`src/rtl/pa_sysmap_cfg_if.sv`:
```
// pa_sysmap_cfg_if
//   TCIP sysmap select-window bus between the TCIP bus interface and the
//   sysmap attribute register file.
//   Signals:
//     tcipif_sysmap_sel    access strobe, one cycle per access
//     tcipif_sysmap_addr   byte offset within the sysmap window
//     tcipif_sysmap_write  1=write, 0=read (qualified by sel)
//     tcipif_sysmap_wdata  write data (qualified by sel & write)
//     sysmap_tcipif_cmplt  access complete, one cycle after sel
//     sysmap_tcipif_rdata  read data, valid only while cmplt
//   Modports: master = TCIP bus interface side, slave = sysmap side.
interface pa_sysmap_cfg_if;
    logic        tcipif_sysmap_sel;
    logic [15:0] tcipif_sysmap_addr;
    logic        tcipif_sysmap_write;
    logic [31:0] tcipif_sysmap_wdata;
    logic        sysmap_tcipif_cmplt;
    logic [31:0] sysmap_tcipif_rdata;

    modport master (
        output tcipif_sysmap_sel,
        output tcipif_sysmap_addr,
        output tcipif_sysmap_write,
        output tcipif_sysmap_wdata,
        input  sysmap_tcipif_cmplt,
        input  sysmap_tcipif_rdata
    );

    modport slave (
        input  tcipif_sysmap_sel,
        input  tcipif_sysmap_addr,
        input  tcipif_sysmap_write,
        input  tcipif_sysmap_wdata,
        output sysmap_tcipif_cmplt,
        output sysmap_tcipif_rdata
    );
endinterface

```
`src/rtl/pa_sysmap_cfg.sv`:
```
// pa_sysmap_cfg
//   System memory-map attribute register file. Holds ENTRY_NUM region upper
//   bounds (ADDR_i, 4 KiB granule) each with a 3-bit attribute (FLG_i), and
//   returns the attribute of the lowest-index region whose bound lies above
//   the lookup address, for both the instruction and the data side.
//   Register map (word access, addr[1:0] ignored, addr[15:8] must be 0):
//     0x8*i+0x0  ADDR_i  bits [31:12] rw
//     0x8*i+0x4  FLG_i   bits [2:0]   rw
//     0xFC       LOCK    bit0, set-only (only with SYSMAP_LOCK_EN)
//   Build option: define SYSMAP_LOCK_EN to add the LOCK register, which
//   blocks all further register writes until reset.
//   Ports:
//     forever_cpuclk   core clock
//     cpurst_b         asynchronous reset, active low
//     tcip             sysmap select-window bus (slave modport)
//     ifu_sysmap_pa    instruction-side lookup address
//     sysmap_ifu_attr  {so, cacheable, bufferable} for ifu_sysmap_pa
//     lsu_sysmap_pa    data-side lookup address
//     sysmap_lsu_attr  {so, cacheable, bufferable} for lsu_sysmap_pa
module pa_sysmap_cfg #(
    parameter int unsigned ENTRY_NUM    = 8,
    parameter logic [2:0]  DEFAULT_ATTR = 3'b100
) (
    input  logic                   forever_cpuclk,
    input  logic                   cpurst_b,
    pa_sysmap_cfg_if.slave         tcip,
    input  logic [31:0]            ifu_sysmap_pa,
    output logic [2:0]             sysmap_ifu_attr,
    input  logic [31:0]            lsu_sysmap_pa,
    output logic [2:0]             sysmap_lsu_attr
);

    logic        sel;
    logic        wr;
    logic [15:0] acc_addr;
    logic [31:0] wdata;

    assign sel      = tcip.tcipif_sysmap_sel;
    assign wr       = tcip.tcipif_sysmap_write;
    assign acc_addr = tcip.tcipif_sysmap_addr;
    assign wdata    = tcip.tcipif_sysmap_wdata;

    logic       page_hit;
    logic [4:0] acc_idx;
    logic       acc_flg;
    logic       lock;
    logic       wr_en;

    assign page_hit = (acc_addr[15:8] == 8'h00);
    assign acc_idx  = acc_addr[7:3];
    assign acc_flg  = acc_addr[2];
    assign wr_en    = sel & wr & page_hit & ~lock;

    logic [19:0] addr_q [ENTRY_NUM];
    logic [19:0] addr_d [ENTRY_NUM];
    logic [2:0]  flg_q  [ENTRY_NUM];
    logic [2:0]  flg_d  [ENTRY_NUM];
    logic        cmplt_q, cmplt_d;
    logic [31:0] rdata_q, rdata_d;

`ifdef SYSMAP_LOCK_EN
    logic lock_hit;
    logic lock_q, lock_d;

    assign lock_hit = page_hit & (acc_addr[7:2] == 6'h3F);
    assign lock     = lock_q;
    // wr_en already excludes the locked state, so LOCK can only go 0->1
    assign lock_d   = lock_q | (wr_en & lock_hit & wdata[0]);

    always_ff @(posedge forever_cpuclk or negedge cpurst_b) begin
        if (!cpurst_b) begin
            lock_q <= 1'b0;
        end else begin
            lock_q <= lock_d;
        end
    end
`else
    assign lock = 1'b0;
`endif

    // Register write decode
    always_comb begin
        for (int unsigned i = 0; i < ENTRY_NUM; i++) begin
            addr_d[i] = addr_q[i];
            flg_d[i]  = flg_q[i];
            if (wr_en && (acc_idx == 5'(i))) begin
                if (acc_flg) begin
                    flg_d[i] = wdata[2:0];
                end else begin
                    addr_d[i] = wdata[31:12];
                end
            end
        end
    end

    // Read mux uses pre-write register values, so a same-edge write is not seen
    always_comb begin
        rdata_d = '0;
        if (sel && !wr && page_hit) begin
            for (int unsigned i = 0; i < ENTRY_NUM; i++) begin
                if (acc_idx == 5'(i)) begin
                    rdata_d = acc_flg ? {29'd0, flg_q[i]} : {addr_q[i], 12'd0};
                end
            end
`ifdef SYSMAP_LOCK_EN
            if (lock_hit) begin
                rdata_d = {31'd0, lock_q};
            end
`endif
        end
    end

    assign cmplt_d = sel;

    always_ff @(posedge forever_cpuclk or negedge cpurst_b) begin
        if (!cpurst_b) begin
            for (int unsigned i = 0; i < ENTRY_NUM; i++) begin
                addr_q[i] <= (i == ENTRY_NUM - 1) ? 20'hFFFFF : '0;
                flg_q[i]  <= 3'b100;
            end
            cmplt_q <= 1'b0;
            rdata_q <= '0;
        end else begin
            for (int unsigned i = 0; i < ENTRY_NUM; i++) begin
                addr_q[i] <= addr_d[i];
                flg_q[i]  <= flg_d[i];
            end
            cmplt_q <= cmplt_d;
            rdata_q <= rdata_d;
        end
    end

    assign tcip.sysmap_tcipif_cmplt = cmplt_q;
    assign tcip.sysmap_tcipif_rdata = cmplt_q ? rdata_q : '0;

    // Scan from the top entry down so the lowest matching index wins.
    // An ADDR_i of 0 can never satisfy pn < 0, so it never matches.
    function automatic logic [2:0] lookup(input logic [19:0] pn);
        logic [2:0] attr;
        attr = DEFAULT_ATTR;
        for (int unsigned i = ENTRY_NUM; i > 0; i--) begin
            if (pn < addr_q[i-1]) begin
                attr = flg_q[i-1];
            end
        end
        return attr;
    endfunction

    always_comb begin
        sysmap_ifu_attr = lookup(ifu_sysmap_pa[31:12]);
        sysmap_lsu_attr = lookup(lsu_sysmap_pa[31:12]);
    end

    logic unused_bits;
    assign unused_bits = ^{acc_addr[1:0], wdata[11:3], ifu_sysmap_pa[11:0], lsu_sysmap_pa[11:0]};

endmodule

```
`src/flat_wrapper.sv`:
```
// flat-port wrapper written by rule: the top's interface ports become plain ports
module pa_sysmap_cfg_flat 
#(
    parameter int unsigned ENTRY_NUM    = 8,
    parameter logic [2:0]  DEFAULT_ATTR = 3'b100
)
  (forever_cpuclk, cpurst_b, ifu_sysmap_pa, sysmap_ifu_attr, lsu_sysmap_pa, sysmap_lsu_attr, tcip_tcipif_sysmap_sel, tcip_tcipif_sysmap_addr, tcip_tcipif_sysmap_write, tcip_tcipif_sysmap_wdata, tcip_sysmap_tcipif_cmplt, tcip_sysmap_tcipif_rdata);
  pa_sysmap_cfg_if tcip_i ();
  input  logic forever_cpuclk;
  input  logic cpurst_b;
  input  logic [31:0] ifu_sysmap_pa;
  output logic [2:0] sysmap_ifu_attr;
  input  logic [31:0] lsu_sysmap_pa;
  output logic [2:0] sysmap_lsu_attr;
  input wire logic [$bits(tcip_i.tcipif_sysmap_sel)-1:0] tcip_tcipif_sysmap_sel;
  input wire logic [$bits(tcip_i.tcipif_sysmap_addr)-1:0] tcip_tcipif_sysmap_addr;
  input wire logic [$bits(tcip_i.tcipif_sysmap_write)-1:0] tcip_tcipif_sysmap_write;
  input wire logic [$bits(tcip_i.tcipif_sysmap_wdata)-1:0] tcip_tcipif_sysmap_wdata;
  output wire logic [$bits(tcip_i.sysmap_tcipif_cmplt)-1:0] tcip_sysmap_tcipif_cmplt;
  output wire logic [$bits(tcip_i.sysmap_tcipif_rdata)-1:0] tcip_sysmap_tcipif_rdata;
  assign tcip_i.tcipif_sysmap_sel = tcip_tcipif_sysmap_sel;
  assign tcip_i.tcipif_sysmap_addr = tcip_tcipif_sysmap_addr;
  assign tcip_i.tcipif_sysmap_write = tcip_tcipif_sysmap_write;
  assign tcip_i.tcipif_sysmap_wdata = tcip_tcipif_sysmap_wdata;
  assign tcip_sysmap_tcipif_cmplt = tcip_i.sysmap_tcipif_cmplt;
  assign tcip_sysmap_tcipif_rdata = tcip_i.sysmap_tcipif_rdata;
  pa_sysmap_cfg #(.ENTRY_NUM(ENTRY_NUM), .DEFAULT_ATTR(DEFAULT_ATTR)) u_core (.forever_cpuclk(forever_cpuclk), .cpurst_b(cpurst_b), .tcip(tcip_i), .ifu_sysmap_pa(ifu_sysmap_pa), .sysmap_ifu_attr(sysmap_ifu_attr), .lsu_sysmap_pa(lsu_sysmap_pa), .sysmap_lsu_attr(sysmap_lsu_attr));
endmodule
```
`config.mk`:
```
export PLATFORM = sky130hd
export DESIGN_NAME = pa_sysmap_cfg_flat
export DESIGN_NICKNAME = d
export VERILOG_FILES = /design/src/rtl/pa_sysmap_cfg_if.sv /design/src/rtl/pa_sysmap_cfg.sv /design/src/flat_wrapper.sv
export SDC_FILE = /design/constraint.sdc
export NUM_CORES = 1
export LEC_CHECK = 0
export BUFFER_PORTS_ARGS = -buffer_cell sky130_fd_sc_hd__buf_4
export CAP_MARGIN = 20
export CORE_ASPECT_RATIO = 0.6
export CORE_MARGIN = 1.5
export CORE_UTILIZATION = 55
export DETAILED_ROUTE_END_ITERATION = 10
export GPL_TIMING_DRIVEN = 0
export PLACE_DENSITY = 0.75
export SYNTH_ARGS = -nofsm -noshare
export SYNTH_HDL_FRONTEND = slang
export SYNTH_SLANG_ARGS = --single-unit
```
`constraint.sdc`:
```
create_clock -name forever_cpuclk -period 3.45 [get_ports forever_cpuclk]
set_input_delay 0.5175 -clock forever_cpuclk [delete_from_list [all_inputs] [get_ports forever_cpuclk]]
set_output_delay 0.5175 -clock forever_cpuclk [all_outputs]
set_load 0.02 [all_outputs]
```
Word-level counts from Yosys, hierarchy flattened
Index checks and enable logic that the tools add are counted.
{ "op_classes": {"n_eq_ne": 7, "muxes": 34, "multipliers": 0, "n_shift": 0, "magnitude_cmp": 16, "bitwise": 3, "n_div": 0, "reduce_logical": 29, "addsub": 0} }
{ "ops": {"columns": ["op", "count"], "rows": [
  ["2-to-1 mux 32 bit", 18],
  ["< comparator 20 bit", 16],
  ["2-to-1 mux 3 bit", 16],
  ["AND reduction 2 bit", 16],
  ["== test 5 x 3 -> 1 bit (second input constant)", 4],
  ["== test 5 x 2 -> 1 bit (second input constant)", 2],
  ["logical AND 1 bit", 10],
  ["zero test 8 bit", 1],
  ["== test 5 x 1 -> 1 bit (second input constant)", 1],
  ["zero test 5 bit", 1],
  ["bitwise AND 1 bit", 2],
  ["zero test 1 bit", 1],
  ["NOT 1 bit", 1]
]} }
{ "word_totals": {"ram_bits": 0, "mem_count": 0, "regBits": 217, "wordCells": 107, "mem_bits_ro": 0, "latchBits": 0} }

Logic depth before layout (Yosys ltp)
{ "depth": {"word_depth": 10, "depth_mapped": 10, "ltp_nobuf": 10} }

Worst setup path before layout
OpenSTA, ideal clock, no wires.
{ "synth_path": {"kind": "input to output", "start": "input port ifu_sysmap_pa[28]", "end": "output port sysmap_ifu_attr[0]", "required_time_ns": 2.932, "arrival_ns": 2.879, "n_path_buf": 0, "path_stages": 9, "path_slack_ns": 0.053, "cell_sequence": "ha_1 -> and4_1 -> a221oi_1 -> o21ai_0 -> a221o_1 -> o2bb2ai_1 -> a221oi_1 -> or4_1 -> a31oi_1"} }
{ "synth_via": {"elab_chain_cells": 9} }
{ "synth_rtl": {"columns": ["item", "line_no", "text"], "rows": [
  ["start, declared", "flat_wrapper.sv:11", "input logic [31:0] ifu_sysmap_pa;"],
  ["< comparator 20 bit", "pa_sysmap_cfg.sv:142", "if (pn < addr_q[i-1]) begin"],
  ["2-to-1 mux 3 bit (7 in series)", "pa_sysmap_cfg.sv:142", null],
  ["2-to-1 mux 3 bit *", "pa_sysmap_cfg.sv:142", null],
  ["end, declared", "flat_wrapper.sv:12", "output logic [2:0] sysmap_ifu_attr;"]
]} }
Every way passes the cells marked *; elsewhere a longest branch is shown, timed or not.

Worst setup path after layout
{ "layout_path": {"start": "register u_core.addr_q[31] in the netlist's numbering", "end": "output port sysmap_lsu_attr[2]"} }
{ "layout_via": {"elab_chain_cells": 8} }
{ "layout_rtl": {"columns": ["item", "line_no", "text"], "rows": [
  ["start, declared", "pa_sysmap_cfg.sv:54", "logic [19:0] addr_q [ENTRY_NUM];"],
  ["start signal, assigned by index", "pa_sysmap_cfg.sv:118", "addr_q[i] <= (i == ENTRY_NUM - 1) ? 20'hFFFFF : '0;"],
  ["start signal, assigned by index", "pa_sysmap_cfg.sv:125", "addr_q[i] <= addr_d[i];"],
  ["< comparator 20 bit", "pa_sysmap_cfg.sv:142", null],
  ["2-to-1 mux 3 bit (7 in series)", "pa_sysmap_cfg.sv:142", null],
  ["end, declared", "flat_wrapper.sv:14", "output logic [2:0] sysmap_lsu_attr;"]
]} }
Every way passes these cells.

==> flow_summary.toml <==
[worst_hold_path]
holdCritStartpoint = "tcip_tcipif_sysmap_sel"
min_path_cells = 1
hp-class = "input pin to register"
min_to = "u_core.tcip.sysmap_tcipif_cmplt"

[clocking]
path_clk_slew_ns = 0.07
worstSkewPairLatency_ns = 0.54
cts_max_path_buffers = 3
tritoncts = "done"
clock-root-buffer = "clkbuf_16"
cts_sinks = 208
cts_made_buffers = 23
htreeDepth = 1

[yosys]
yosysSeqAreaShare = 0.318
yosys.area_share.adder = 0.231
synth_compound_area_frac = 0.206
synth.area.top_cells = "dfrtp_1 27%, ha_1 23%, mux2_2 6.1%"
synth_area_leader_cell = "dfrtp_1"
synth.distinct_cells = 62
synth_seq_cells = 208
synthXorXnorAreaFrac = 0
yosys.area_share.simple = 0.119
syn-cell-area_sq_um = 16500
synth_top_family_by_area = "adder cells"
yosysMostFrequentCell = "ha_1"
synth_common_cells = "304 x ha_1, 199 x nand2_1, 180 x dfrtp_1"
synth_edf_count = 0
synthDominantCellAreaShare = 0.273
synth.area.mux_share = 0.0693
synthFlopType = "dfrtp_1"
avgSynthCellArea_sq_um = 9.12
ys_warn_count = 0
synth_cells = 1807
async_flop_share = 1.00

[global_routing]
grtUsageTotal = 0.377
grt.overflow.total = 0
grt_pass1_wl_um = 86300
grt_antenna_before_repair = 1
grt_pass1_vias = 14600
grt_max_degree = 84

[worst_setup_path]
required_ns = 2.93
cp_data_arrival_time_ns = 3.57
rr_worst_depth = 7
critPathKind = "register to output pin"
r2r_slack_ns = 1.56
r2r_start = "u_core.addr_q[120]"
r2r-end = "u_core.rdata_q[12]"
startpoint_type = "register"
path_max_fanout = 3
setup.worst_path.end_class = "output pin"

[sta]
max-slew-margin-rel = 0.382
slew_viol_final = 0
final.setup.tns_ns = -3.12
setup_ws_ns = -0.642
layout_min_cycle_time_ns = 4.09
final-hold-violation-count = 0
tightest_slew_ns = 0.920
finalClockSkew_ns = 0.0130
rsz0062_at_grt = "true"
fin_crit_sh = 1.19
max_freq_mhz = 244
finalSetupViolations = 6
hold_ws_ns = 0.0896

[run_status]
status = "complete, but fails checks"
violations = "setup timing"

[pwr]
p_leak_nw = 9.51
ir_drop_mv = 0.280
p_per_area_nw_per_um2 = 297

[place]
globalplace.congestion = 0.957
place_ws_ns = -0.923
io_buffer_count = 110
hpwlAfterDp_um = 46400

[floorplan]
die_y_um = 137
die_area_sq_um = 31000
coreArea_sq_um = 29100
ios = 155
start_util = 0.566
rows = 48
fp.dieW_um = 226

[drt]
wl_per_cell_um = 24.4
vias = 15500
drt_wl_total_um = 58800
drtPass1Iterations = 6
route.antenna.remaining_nets = 0
vias_per_cell = 6.44
drt-initial-drc-count = 1809
route.detailed.drc = 0

[final_layout]
num-fill-cells = 2330
final_layout_size_suffix_gt1_frac = 0.228
antenna_cells = 0
num-nets-final = 2418
syn_to_final_growth_pct = 20.5

[job]
cap_violations = 0
-- metal layers --
metal	vias up	track usage	share of wire
met3	93	0.144	0.15
met5	-	0.0210	0.0017
met4	4	0.0726	0.020
li1	7014	-	-
met2	966	0.519	0.39
met1	7472	0.552	0.43
-- registers in the layout (all words and copies together), names as in the netlist --
name	flops
u_core.rdata_q	23
u_core.tcip.sysmap_tcipif_cmplt	1
u_core.addr_q	160
u_core.flg_q	24
-- where the power goes --
group	internal (mW)	leakage [nW]	switching (mW)
logic	0.286	6.72	0.566
clock network	1.50	0.380	1.10
registers	2.44	2.41	0.00261
total	4.23	9.51	1.67
-- cell usage in the layout (no fill, tap or decap), types with 10 or more instances in the layout --
cell type,Yosys,routed
ha_1,304,273
nand2_1,199,198
dfrtp_1,180,180
o21ai_0,163,150
buf_4,9,150
inv_1,167,139
a21oi_1,134,124
mux2_2,89,89
nor2_1,80,77
clkbuf_1,41,42
a21o_1,39,39
and2_1,32,32
nand4_1,29,29
ha_4,0,29
inv_2,0,28
dfstp_2,28,28
a211oi_1,27,23
a22oi_1,23,23
clkbuf_16,0,23
nand3_1,22,22
o211ai_1,17,17
nor3_1,17,16
a221oi_1,20,15
a31oi_1,17,14
a311o_1,13,13
nand2b_1,12,12
buf_2,12,12
a222oi_1,12,12
a221o_1,11,11
mux2i_1,14,11
buf_6,0,11
a21oi_2,2,10
-- through the flow --
step                power [mW]   util  cell area (sq um)  std cells
global placement          3.21  0.612              17800       2325
global route              6.05  0.682              19900       2413
finish                    5.90  0.682              19900       2413
detailed placement        3.25  0.615              17900       2328
floorplan                 2.83      -              16500       1815
CTS                       5.84  0.661              19200       2394
-- worst max-delay path by stage --
stage                            from                 end  cells after the start
finish              u_core.addr_q[31]  sysmap_lsu_attr[2]                     12
global route        u_core.addr_q[31]  sysmap_lsu_attr[2]                     12
CTS                  u_core.addr_q[2]  sysmap_lsu_attr[2]                     12
detailed placement  lsu_sysmap_pa[31]  sysmap_lsu_attr[1]                     11
global placement    lsu_sysmap_pa[31]  sysmap_lsu_attr[1]                     11
floorplan           ifu_sysmap_pa[28]  sysmap_ifu_attr[0]                      9
-- layout make-up --
| type | instances | area (sq um) | area share |
|---|---|---|---|
| multi-input cells | 1372 | 11100 | 0.561 |
| flip-flops and latches | 208 | 5240 | 0.264 |
| repair buffers | 158 | 1280 | 0.0645 |
| clock buffers | 30 | 662 | 0.0333 |
| inverters | 167 | 627 | 0.0316 |
| well taps | 400 | 500 | 0.0252 |
| plain buffers | 68 | 304 | 0.0153 |
| clock inverters | 10 | 109 | 0.00548 |
-- worst max-delay path, cell delays in order, from the launching register on --
cell	delay, ns
dfrtp_1	0.40
inv_2	0.12
ha_4	0.22
a21oi_2	0.13
o21ai_2	0.07
a221o_1	0.39
a311oi_4	0.32
a211oi_4	0.10
buf_4	0.15
a221o_2	0.34
a221o_1	0.41
a22oi_1	0.21
buf_4	0.18
-- cell families (layout without fill, tap and decap cells) --
| logic type | Yosys count | in the layout |
|---|---|---|
| AOI/OAI and AO/OA | 531 | 531 |
| adders and majority gates | 304 | 304 |
| buffers and inverters | 235 | 433 |
| DFF | 208 | 208 |
| muxes | 103 | 103 |
| other | 1 | 9 |
| and+or+nand+nor | 425 | 425 |
-- timing repair --
item | 4_1_cts | 5_1_grt
resized for setup | 73 | 86
setup endpoints to repair | 6 | 6
endpoints found under the hold margin | 42 | 0
buffers inserted | 25 | 18
hold buffers | 1 | 0
pin swaps | 34 | 53
(Power assumes the default switching activity.)
